$ cat config.mk
export PLATFORM = sky130hd
export DESIGN_NAME = sccb_cmd_arbiter
export DESIGN_NICKNAME = d
export VERILOG_FILES = /design/src/rtl/sccb_cmd_arbiter.sv
export SDC_FILE = /design/constraint.sdc
export NUM_CORES = 1
export LEC_CHECK = 0
export ABC_AREA = 1
export BUFFER_PORTS_ARGS = -buffer_cell sky130_fd_sc_hd__buf_2
export CAP_MARGIN = 20
export CORE_UTILIZATION = 40
export DETAILED_ROUTE_END_ITERATION = 12
export HOLD_SLACK_MARGIN = 0.12
export PLACE_DENSITY = 0.67
export SYNTH_ARGS = -nofsm -noshare
export SYNTH_HDL_FRONTEND = slang
export SYNTH_SLANG_ARGS = --single-unit
$ cat constraint.sdc
create_clock -name clk -period 1.6 [get_ports clk]
set_clock_uncertainty 0.15 [all_clocks]
set_input_delay 0.16 -clock clk [delete_from_list [all_inputs] [get_ports clk]]
set_output_delay 0.16 -clock clk [all_outputs]
set_load 0.02 [all_outputs]
$ cat src/rtl/sccb_cmd_arbiter.sv
// Round-robin arbiter that shares one SCCB engine between NUM_REQ requesters,
// forwarding one command at a time and enforcing a bus-free gap between transactions.
module sccb_cmd_arbiter #(
    parameter int NUM_REQ     = 2,
    parameter int TIMEOUT_CYC = 65535,
    parameter int GAP_CYC     = 16,
    parameter int CNT_W       = 16,
    localparam int PTR_W      = (NUM_REQ > 1) ? $clog2(NUM_REQ) : 1
) (
    input  logic                 clk,
    input  logic                 rst,
    input  logic [NUM_REQ-1:0]   req_valid,
    output logic [NUM_REQ-1:0]   req_ready,
    input  logic [NUM_REQ-1:0]   req_rw,
    input  logic [7*NUM_REQ-1:0] req_dev_id,
    input  logic [8*NUM_REQ-1:0] req_sub_addr,
    input  logic [8*NUM_REQ-1:0] req_wdata,
    output logic [NUM_REQ-1:0]   rsp_valid,
    input  logic [NUM_REQ-1:0]   rsp_ready,
    output logic [7:0]           rsp_rdata,
    output logic [1:0]           rsp_err,
    output logic                 fsm_cmd_valid,
    input  logic                 fsm_cmd_ready,
    output logic                 fsm_rw,
    output logic [6:0]           fsm_dev_id,
    output logic [7:0]           fsm_sub_addr,
    output logic [7:0]           fsm_wdata,
    input  logic                 fsm_done,
    input  logic                 fsm_nack,
    input  logic [7:0]           fsm_rdata,
    output logic                 fsm_abort,
    output logic                 busy,
    output logic [2:0]           state_dbg,
    output logic [PTR_W-1:0]     rr_ptr_dbg
);

    // Handshakes: a transfer happens on a rising clk edge where both valid and
    // ready are high; valid never waits on ready, and the payload is held while valid.
    typedef enum logic [2:0] {
        S_IDLE  = 3'd0,
        S_ISSUE = 3'd1,
        S_WAIT  = 3'd2,
        S_RESP  = 3'd3,
        S_GAP   = 3'd4
    } state_t;

    state_t           state, state_nxt;
    logic [PTR_W-1:0] rr_ptr;
    logic [PTR_W-1:0] owner;
    logic [CNT_W-1:0] to_cnt;
    logic [CNT_W-1:0] gap_cnt;
    logic [7:0]       rdata_q;
    logic [1:0]       err_q;

    logic             grant_found;
    logic [PTR_W-1:0] grant;
    int               idx;
    logic             sel_rw;
    logic [6:0]       sel_dev_id;
    logic [7:0]       sel_sub_addr;
    logic [7:0]       sel_wdata;
    logic             owner_rsp_ready;

    // Search starts at rr_ptr and wraps, so the last winner has lowest priority.
    always_comb begin
        grant_found = 1'b0;
        grant       = '0;
        idx         = 0;
        for (int k = 0; k < NUM_REQ; k++) begin
            idx = int'(rr_ptr) + k;
            if (idx >= NUM_REQ) idx = idx - NUM_REQ;
            if (!grant_found && req_valid[PTR_W'(idx)]) begin
                grant_found = 1'b1;
                grant       = PTR_W'(idx);
            end
        end
    end

    always_comb begin
        sel_rw          = 1'b0;
        sel_dev_id      = '0;
        sel_sub_addr    = '0;
        sel_wdata       = '0;
        owner_rsp_ready = 1'b0;
        for (int i = 0; i < NUM_REQ; i++) begin
            if (grant == PTR_W'(i)) begin
                sel_rw       = req_rw[i];
                sel_dev_id   = req_dev_id[7*i +: 7];
                sel_sub_addr = req_sub_addr[8*i +: 8];
                sel_wdata    = req_wdata[8*i +: 8];
            end
            if (owner == PTR_W'(i)) owner_rsp_ready = rsp_ready[i];
        end
    end

    always_comb begin
        state_nxt     = state;
        req_ready     = '0;
        rsp_valid     = '0;
        fsm_cmd_valid = 1'b0;
        fsm_abort     = 1'b0;
        case (state)
            S_IDLE: begin
                if (grant_found) begin
                    req_ready[grant] = 1'b1;
                    state_nxt        = S_ISSUE;
                end
            end
            S_ISSUE: begin
                fsm_cmd_valid = 1'b1;
                if (fsm_cmd_ready) state_nxt = S_WAIT;
            end
            S_WAIT: begin
                // A done pulse on the final cycle still wins over the abort.
                if (fsm_done) begin
                    state_nxt = S_RESP;
                end else if (to_cnt == CNT_W'(TIMEOUT_CYC - 1)) begin
                    fsm_abort = 1'b1;
                    state_nxt = S_RESP;
                end
            end
            S_RESP: begin
                rsp_valid[owner] = 1'b1;
                if (owner_rsp_ready) state_nxt = S_GAP;
            end
            S_GAP: begin
                if (gap_cnt == '0) state_nxt = S_IDLE;
            end
            default: state_nxt = S_IDLE;
        endcase
    end

    always_ff @(posedge clk) begin
        if (rst) begin
            state        <= S_IDLE;
            rr_ptr       <= '0;
            owner        <= '0;
            to_cnt       <= '0;
            gap_cnt      <= '0;
            rdata_q      <= '0;
            err_q        <= '0;
            fsm_rw       <= 1'b0;
            fsm_dev_id   <= '0;
            fsm_sub_addr <= '0;
            fsm_wdata    <= '0;
        end else begin
            state <= state_nxt;
            case (state)
                S_IDLE: begin
                    if (grant_found) begin
                        fsm_rw       <= sel_rw;
                        fsm_dev_id   <= sel_dev_id;
                        fsm_sub_addr <= sel_sub_addr;
                        fsm_wdata    <= sel_wdata;
                        owner        <= grant;
                        rr_ptr       <= (grant == PTR_W'(NUM_REQ - 1)) ? '0 : grant + 1'b1;
                    end
                end
                S_ISSUE: begin
                    if (fsm_cmd_ready) to_cnt <= '0;
                end
                S_WAIT: begin
                    to_cnt <= to_cnt + 1'b1;
                    if (fsm_done) begin
                        rdata_q <= fsm_rw ? fsm_rdata : 8'h00;
                        err_q   <= fsm_nack ? 2'b01 : 2'b00;
                    end else if (fsm_abort) begin
                        rdata_q <= 8'h00;
                        err_q   <= 2'b10;
                    end
                end
                S_RESP: begin
                    if (owner_rsp_ready) gap_cnt <= CNT_W'(GAP_CYC - 1);
                end
                S_GAP: begin
                    if (gap_cnt != '0) gap_cnt <= gap_cnt - 1'b1;
                end
                default: ;
            endcase
        end
    end

    assign rsp_rdata  = (state == S_RESP) ? rdata_q : 8'h00;
    assign rsp_err    = (state == S_RESP) ? err_q : 2'b00;
    assign busy       = (state != S_IDLE);
    assign state_dbg  = state;
    assign rr_ptr_dbg = rr_ptr;

endmodule
==> reports/results.ini <==
[global_routing]
grt_use_met1_pct=29.7
grt-busiest-layer=met2
grt_pass1_vias=4582
grtUsageMet2_pct=44.1
overflow=0
grt_pass1_wl_um=20000
met3_usage_pct=5.39
antenna_found_initial=0
grt_util_all_layers_pct=25.2
grt_max_degree=26

[setup_path]
crit_required_ns=1.29
crit_arrival_ns=1.40
crit_path_end_kind=output pin
path_max_fanout=3
crit_path_start_kind=flop
crit_start=state_dbg[0]$_SDFFE_PP0P_
crit_type=reg2out
r2r-start=state_dbg[0]$_SDFFE_PP0P_

[floorplan]
rows=34
io_pins=110
core-area_sq_um=8890
die_x_um=98.7
dieArea_sq_um=9750
die_h_um=98.7
start_util_pct=42.1

[finish]
multiInputGateArea_sq_um=2420
fin_area_sq_um=6410
n_fill_cell=636
final_common_cell=nand2_1
area_growth_pct=71.2
diodes=0
drive_gt1_share_pct=39.5
fin_nets=901
final_cell_mix=nand2_1 (128), buf_2 (91), nor2_1 (88)
seq_area_sq_um=1450

[clock_network]
cts_made_buffers=9
clock-sinks=71
cts_root_buffer=clkbuf_8
htreeDepth=3
tritoncts=built
worst_setup_hold_path_clk_slew_ns=0.08
cts_max_path_buffers=2
insertion_delay_ns=0.35

[drt]
vias_per_cell=5.00
drc=0
drtAntennaViolNets=0
drt-initial-drc-count=131
dr.pass1.iters=4
num_vias=4731
routed_wl_um=12700
wl_per_cell_um=13.5

[timing]
hold_viol_final=0
setup_viol=33
slew_viol_final=0
setup_ws_ns=-0.108
fmax_ghz=0.585
relSlewSlack_pct=78.9
post-route-period-util_pct=107
period_minus_slack_ns=1.71
rsz0062_at_grt=true
worstMarginPinSlew_ns=0.316

[hold_path]
min_path_type=in2reg
hold_path_startpoint=fsm_cmd_ready

[synth]
async_flop_share_pct=0
synth_cells=596
synthesis.nets=664
seq_area_frac_synth_pct=38.0
synth_area_sq_um=3740
ys_types=31
synth_ff_type=dfxtp_1
avgSynthCellArea_sq_um=6.28
yosysWarnings=0
synth_edf_count=0
ys_ff_latch=71

[status]
violations=setup timing
status=complete, but fails checks

[placement]
placed_area_sq_um=4790
gp_congestion=0.850
io_buffers=108
dpl.hpwl_um=7430
dp_slack_ns=-0.0708

[power]
total_power_mw=7.91
power_density_nw_per_um2=1240
p_leak_nw=2.96
vdd_drop_max_mv=0.737

[run]
cap_violations=0

## cells in the mapped netlist, types with 2 or more instances
cell type / count / area share [%]
xnor2_1: 5 / 1.2
ha_1: 3 / 1.0
o21ai_0: 19 / 2.5
or2_2: 2 / 0.33
a31oi_1: 4 / 0.67
buf_6: 3 / 0.90
inv_1: 64 / 6.4
nor3_1: 2 / 0.27
nor2_1: 123 / 12
clkbuf_1: 16 / 1.6
nand2_1: 154 / 15
nand3_1: 38 / 5.1
inv_2: 4 / 0.40
dfxtp_1: 71 / 38
a211oi_1: 3 / 0.60
nand3b_1: 2 / 0.40
a21oi_1: 65 / 8.7
buf_2: 4 / 0.53
nor3_4: 2 / 0.87
## layer usage
metal | wire [um] | vias to the layer above
li1 | - | 2353
met1 | 5390 | 2186
met4 | 325 | 0
met2 | 6360 | 156
met3 | 655 | 36
met5 | 0 | -
## cell type report
| type | count | share of cell area (%) |
|---|---|---|
| Clock buffer | 12 | 2.27 |
| Clock inverter | 4 | 0.703 |
| Inverter | 68 | 4.18 |
| Multi-Input combinational cell | 433 | 37.7 |
| Sequential cell | 71 | 22.6 |
| Tap cell | 108 | 2.11 |
| Timing Repair Buffer | 250 | 30.4 |
## power by group
part | switching, mW | internal, mW | total [mW]
Sequential | 0.210 | 2.03 | 2.24
Clock | 0.688 | 0.757 | 1.44
Combinational | 2.36 | 1.87 | 4.23
## kinds of logic after synthesis
| family | Yosys count | share of synthesized area [%] |
|---|---|---|
| AO/OA/AOI/OAI | 97 | 13.7 |
| adder cells (fa/ha/maj) | 3 | 1.00 |
| XOR/XNOR | 5 | 1.17 |
| AND/OR/NAND/NOR | 328 | 36.0 |
| buffers and inverters | 92 | 10.1 |
| flip-flops | 71 | 38.0 |
## critical path: stages (launching register included)
cell     delay [ns]
dfxtp_2        0.34
inv_2          0.08
nand2_4        0.07
nor2_4         0.14
buf_6          0.13
inv_4          0.04
nor2_4         0.11
buf_6          0.13
## per-stage QoR
stage	TNS, ns	instances	util [%]	hold WS, ns
4_1_cts	-1.81	937	65.5	0.197
6_report	-1.47	946	72.1	0.174
3_3_place_gp	-0.0843	848	53.8	0.277
3_5_place_dp	-1.04	848	53.8	0.292
2_1_floorplan	0	596	-	0.167
5_1_grt	-5.26	946	72.1	0.210
## worst paths after layout
| path | to | slack [ns] | cells past startpoint |
|---|---|---|---|
| max reg2reg | gap_cnt[14]$_SDFFE_PP0P_ | -0.08 | 9 |
| max | req_ready[1] | -0.11 | 7 |
| min | to_cnt[2]$_SDFFE_PP0P_ | 0.17 | 6 |
| min reg2reg | to_cnt[12]$_SDFFE_PP0P_ | 0.32 | 2 |
## timing repair
action | in CTS | in global routing
cloned | 1 | 1
hold buffers | 59 | 0
setup endpoints to repair | 58 | 66
pin swaps | 16 | 29
setup buffers | 13 | 8
endpoints found under the hold margin | 41 | 0
gates resized for setup | 57 | 154
## state kept, by name (all words and copies together) (netlist names)
register / flops
gap_cnt: 16
to_cnt: 16
fsm_sub_addr: 8
fsm_wdata: 8
rdata_q: 8
fsm_dev_id: 7
state_dbg: 3
err_q: 2
fsm_rw: 1
owner: 1
rr_ptr_dbg: 1
Note: power is estimated with default switching activity, not from simulation.
